$ cat src/rtl/mac_pe_sys.sv
// Systolic multiply-accumulate PE: registered product, then accumulate with drain and overflow flag.
// Optional clamping of the sum on overflow is enabled by defining MAC_PE_SAT_EN.
module mac_pe_sys #(
    parameter int DATA_W = 16,
    parameter int ACC_W  = 40
) (
    input  logic              clk,
    input  logic              rst_n,
    input  logic              in_valid,
    input  logic [DATA_W-1:0] a_in,
    input  logic [DATA_W-1:0] b_in,
    input  logic              signed_mode,
    input  logic              clr,
    input  logic              drain,
    output logic [DATA_W-1:0] a_out,
    output logic [DATA_W-1:0] b_out,
    output logic              fwd_valid,
    output logic [ACC_W-1:0]  acc_out,
    output logic              out_valid,
    output logic              ovf
);

    localparam int PROD_W = 2 * DATA_W;

    logic [PROD_W-1:0] a_ext_s;
    logic [PROD_W-1:0] b_ext_s;
    logic [PROD_W-1:0] prod_s;
    logic [PROD_W-1:0] prod_r;
    logic              p_valid_r;
    logic              p_clr_r;
    logic              p_signed_r;
    logic [ACC_W-1:0]  acc_r;
    logic [ACC_W-1:0]  ext_s;
    logic [ACC_W:0]    sum_full_s;
    logic [ACC_W-1:0]  sum_s;
    logic              ovf_hit_s;
    logic              ovf_next_s;

`ifdef MAC_PE_SAT_EN
    // Clamp value for an overflowing sum; direction follows the sign of the addend.
    function automatic logic [ACC_W-1:0] sat_value(input logic is_signed, input logic neg);
        logic [ACC_W-1:0] val;
        if (is_signed) begin
            val = neg ? {1'b1, {(ACC_W-1){1'b0}}} : {1'b0, {(ACC_W-1){1'b1}}};
        end else begin
            val = {ACC_W{1'b1}};
        end
        return val;
    endfunction
`endif

    // Widen product to the accumulator; elaboration stops if the accumulator is too narrow.
    generate
        if (ACC_W < PROD_W) begin : g_bad_acc_w
            $error("mac_pe_sys: ACC_W must be >= 2*DATA_W");
        end else if (ACC_W == PROD_W) begin : g_ext_none
            assign ext_s = prod_r;
        end else begin : g_ext_wide
            assign ext_s = p_signed_r ? {{(ACC_W-PROD_W){prod_r[PROD_W-1]}}, prod_r}
                                      : {{(ACC_W-PROD_W){1'b0}}, prod_r};
        end
    endgenerate

    // Single multiplier: the low 2*DATA_W bits of the extended product are right for both modes.
    always_comb begin
        a_ext_s = signed_mode ? {{DATA_W{a_in[DATA_W-1]}}, a_in} : {{DATA_W{1'b0}}, a_in};
        b_ext_s = signed_mode ? {{DATA_W{b_in[DATA_W-1]}}, b_in} : {{DATA_W{1'b0}}, b_in};
        prod_s  = a_ext_s * b_ext_s;
    end

    // Stage-2 sum, overflow detection and optional clamping.
    always_comb begin
        sum_full_s = {1'b0, acc_r} + {1'b0, ext_s};
        sum_s      = acc_r;
        ovf_hit_s  = 1'b0;
        ovf_next_s = ovf;
        if (p_valid_r) begin
            if (p_clr_r) begin
                sum_s      = ext_s;
                ovf_hit_s  = 1'b0;
                ovf_next_s = 1'b0;
            end else begin
                if (p_signed_r) begin
                    ovf_hit_s = (acc_r[ACC_W-1] == ext_s[ACC_W-1]) &&
                                (sum_full_s[ACC_W-1] != acc_r[ACC_W-1]);
                end else begin
                    ovf_hit_s = sum_full_s[ACC_W];
                end
                sum_s = sum_full_s[ACC_W-1:0];
`ifdef MAC_PE_SAT_EN
                if (ovf_hit_s) begin
                    sum_s = sat_value(p_signed_r, ext_s[ACC_W-1]);
                end else begin
                    sum_s = sum_full_s[ACC_W-1:0];
                end
`endif
                ovf_next_s = ovf | ovf_hit_s;
            end
        end else begin
            sum_s      = acc_r;
            ovf_next_s = ovf;
        end
    end

    // Systolic forwarding of operands to neighbours.
    always_ff @(posedge clk or negedge rst_n) begin
        if (!rst_n) begin
            a_out     <= {DATA_W{1'b0}};
            b_out     <= {DATA_W{1'b0}};
            fwd_valid <= 1'b0;
        end else begin
            a_out     <= a_in;
            b_out     <= b_in;
            fwd_valid <= in_valid;
        end
    end

    // Stage-1 product register; product and tags hold when no operands arrive.
    always_ff @(posedge clk or negedge rst_n) begin
        if (!rst_n) begin
            prod_r     <= {PROD_W{1'b0}};
            p_valid_r  <= 1'b0;
            p_clr_r    <= 1'b0;
            p_signed_r <= 1'b0;
        end else begin
            p_valid_r <= in_valid;
            if (in_valid) begin
                prod_r     <= prod_s;
                p_clr_r    <= clr;
                p_signed_r <= signed_mode;
            end else begin
                prod_r     <= prod_r;
                p_clr_r    <= p_clr_r;
                p_signed_r <= p_signed_r;
            end
        end
    end

    // Accumulator, drain output and sticky overflow; a drain captures this cycle's sum.
    always_ff @(posedge clk or negedge rst_n) begin
        if (!rst_n) begin
            acc_r     <= {ACC_W{1'b0}};
            acc_out   <= {ACC_W{1'b0}};
            out_valid <= 1'b0;
            ovf       <= 1'b0;
        end else begin
            out_valid <= drain;
            if (drain) begin
                acc_out <= sum_s;
                acc_r   <= {ACC_W{1'b0}};
                ovf     <= 1'b0;
            end else begin
                acc_out <= acc_out;
                acc_r   <= sum_s;
                ovf     <= ovf_next_s;
            end
        end
    end

endmodule

$ cat config.mk
export PLATFORM = sky130hd
export DESIGN_NAME = mac_pe_sys
export DESIGN_NICKNAME = d
export VERILOG_FILES = /design/src/rtl/mac_pe_sys.sv
export SDC_FILE = /design/constraint.sdc
export NUM_CORES = 1
export LEC_CHECK = 0
export CORE_ASPECT_RATIO = 1.2
export CORE_MARGIN = 8
export CORE_UTILIZATION = 43
export DETAILED_ROUTE_END_ITERATION = 10
export PLACE_DENSITY = 0.7
export SLEW_MARGIN = 20
export SYNTH_ARGS = -nofsm -noshare
export SYNTH_HDL_FRONTEND = slang
export SYNTH_SLANG_ARGS = --single-unit
$ cat constraint.sdc
create_clock -name clk -period 7.85 [get_ports clk]
set_input_delay 1.57 -clock clk [delete_from_list [all_inputs] [get_ports clk]]
set_output_delay 1.57 -clock clk [all_outputs]
set_load 0.02 [all_outputs]
==> flow_summary.json <==
{
  "status": "complete, no violations",
  "hold_viol_final": 0,
  "synth_cell_type_count": 69,
  "place_congestion": 0.904,
  "min_period_over_period_pct": 98.1,
  "viasPerCell": 5.10,
  "vias": 15424,
  "timing.fmax_mhz": 130,
  "startpoint_type": "input pin",
  "drt-pass1-iter-count": 5,
  "crit_required_ps": 8190,
  "syn-num-nets": 2663,
  "synth-edff-count": 0,
  "yosysMostFrequentCell": "inv_1",
  "path_clk_slew_ps": 60,
  "synth-main-ff-cell": "dfrtp_1",
  "n_antenna_cell": 0,
  "wl_met1_mm": 22.0,
  "wl_met2_mm": 27.0,
  "dieHeight_um": 255,
  "cp_data_arrival_time_ps": 8040,
  "cts.sinks": 149,
  "drc": 0,
  "synth_top_area_share_pct": 33.0,
  "fin_hold_ws_ps": 511,
  "cts_htree_levels": 4,
  "setup_ws_ps": 150,
  "cts_buffers": 17,
  "rsz0062_at_grt": "yes",
  "core_um2": 46900,
  "top_layer": "met4",
  "avgRoutedWirePerCell_um": 17.3,
  "clk_path_buf_depth": 2,
  "grt_max_degree": 87,
  "antenna_found_initial": 0,
  "cts_tree": "built",
  "ys_seq_area_share_pct": 18.2,
  "drtAntennaViolNets": 0,
  "drv_cap": 0,
  "drv_slew": 0,
  "finalSetupViolCount": 0,
  "fp.dieW_um": 215,
  "grt_overflow": 0,
  "async_flop_share_pct": 100,
  "drive_above_1_share_pct": 16.3,
  "grt_pass1_vias": 17048,
  "routed_wl_mm": 52.2,
  "crit_type": "in -> reg",
  "final_net_count": 2930,
  "grt_use_total_pct": 19.8,
  "ys_warn_count": 0,
  "initial_core_util_pct": 43.6,
  "end_kind": "register",
  "num_io_pins": 113,
  "hp-class": "reg -> reg",
  "ys_ff_latch": 149,
  "synth.avg_cell_area_um2": 9.63,
  "clk_latency_ps": 460,
  "die_area_um2": 54800,
  "worst_slew_margin_rel_pct": 36.3,
  "synth_cells": 2121,
  "drt-initial-drc-count": 579,
  "tightest_slew_ps": 956,
  "root_buffer": "clkbuf_16",
  "synthTopCellsByCount": "368 x inv_1, 337 x fa_1, 197 x nand2_1",
  "grt_pass1_wl_mm": 87.5,
  "min_period_ps": 7700,
  "skew_ps": 10.7,
  "synth_top_cells_by_area": "fa_1 33%, dfrtp_1 18%, ha_1 10%",
  "yosysTopAreaCell": "fa_1",
  "syn_to_final_growth_pct": 20.3,
  "syn_area_um2": 20400,
  "hpwl_mm": 43.5,
  "met3_length_mm": 1.73,
  "crit_fanout": 5,
  "row_count": 87,
  "port_buffers": 112,
  "dp_worst_setup_slack_ps": -791
}
[placed cells by master, fill, tap and decap left out, drive strengths merged, types with 29 or more instances in the layout]
cell           count
inv              375
fa               337
buf              227
nand2            197
ha               167
and2             163
dfrtp            149
nor2             101
a21oi             90
clkdlybuf4s50     82
xnor2             65
o21ai             59
mux2              39
a21o              33
xor2              29
[layout make-up]
type,instances,area (µm²)
Clock buffer,18,429
Sequential cell,149,3730
Tap cell,623,779
Fill cell,4188,22300
Inverter,369,1390
Clock inverter,14,143
Timing Repair Buffer,333,2930
Multi-Input combinational cell,1518,15200
[kinds of logic after synthesis]
family | count (synthesis) | synth area share [%]
and+or+nand+nor | 582 | 14.1
adders and majority gates | 504 | 43.2
buffers and inverters | 454 | 8.36
AOI/OAI and AO/OA | 281 | 8.95
DFF | 149 | 18.2
xor gates and xnor gates | 94 | 4.03
muxes | 57 | 3.03
[worst paths after layout]
path / start / to / slack [ps] / depth (start not counted)
setup / recovery: b_in[7] / prod_r[26] / 150 / 24
hold / removal: acc_out[3] / acc_out[3] / 510 / 1
setup reg to reg: prod_r[0] / acc_out[24] / 4500 / 12
hold reg to reg: acc_out[3] / acc_out[3] / 510 / 1
max in group asynchronous: rst_n / p_valid_r / 5120 / 3
min in group asynchronous: rst_n / a_out[11] / 1110 / 1
[per-layer routing]
layer  vias up  GRT usage [%]
li1       7233              -
met1      7794           23.8
met2       325           36.5
met3        72           2.12
met4         0           7.24
met5         -              0
[repair_timing]
item / in CTS / in global routing
pin swaps: 24 / 38
hold buffers: 0 / 0
endpoints found under the setup margin: 9 / 14
cloned: 1 / 1
setup buffers: 3 / 1
resized for setup: 39 / 99
[critical path, stage by stage]
cell and delay (ps):
buf_2 140, buf_6 130, and2_1 160, fa_1 580
fa_1 450, fa_1 510, inv_2 50, fa_1 540
inv_2 40, fa_1 500, fa_1 530, fa_1 430
fa_1 580, ha_4 230, a21o_1 200, a21oi_4 150
o21bai_2 100, a21o_1 170, a21oi_2 150, nor2b_1 60
a31oi_1 190, a21oi_1 110, xor2_1 170, mux2_4 260
[metrics by stage]
step                TNS, ps  cells  instance area (µm²)  utilization (%)
floorplan              -259   2121                20500                -
global placement      -6830   2987                23800             50.7
detailed placement    -8530   2987                23800             50.7
CTS                       0   3023                24400             52.1
global route           -179   3024                24600             52.4
finish                    0   3024                24600             52.4
[flip-flops by register name (all words and copies together), names as in the netlist, 16 cells and up]
register and count:
acc_out 40, prod_r 32, b_out 16, acc_r 40, a_out 16
Power is not shown: default switching activity piles up to over one toggle a cycle in this logic, so the estimate is an artifact.
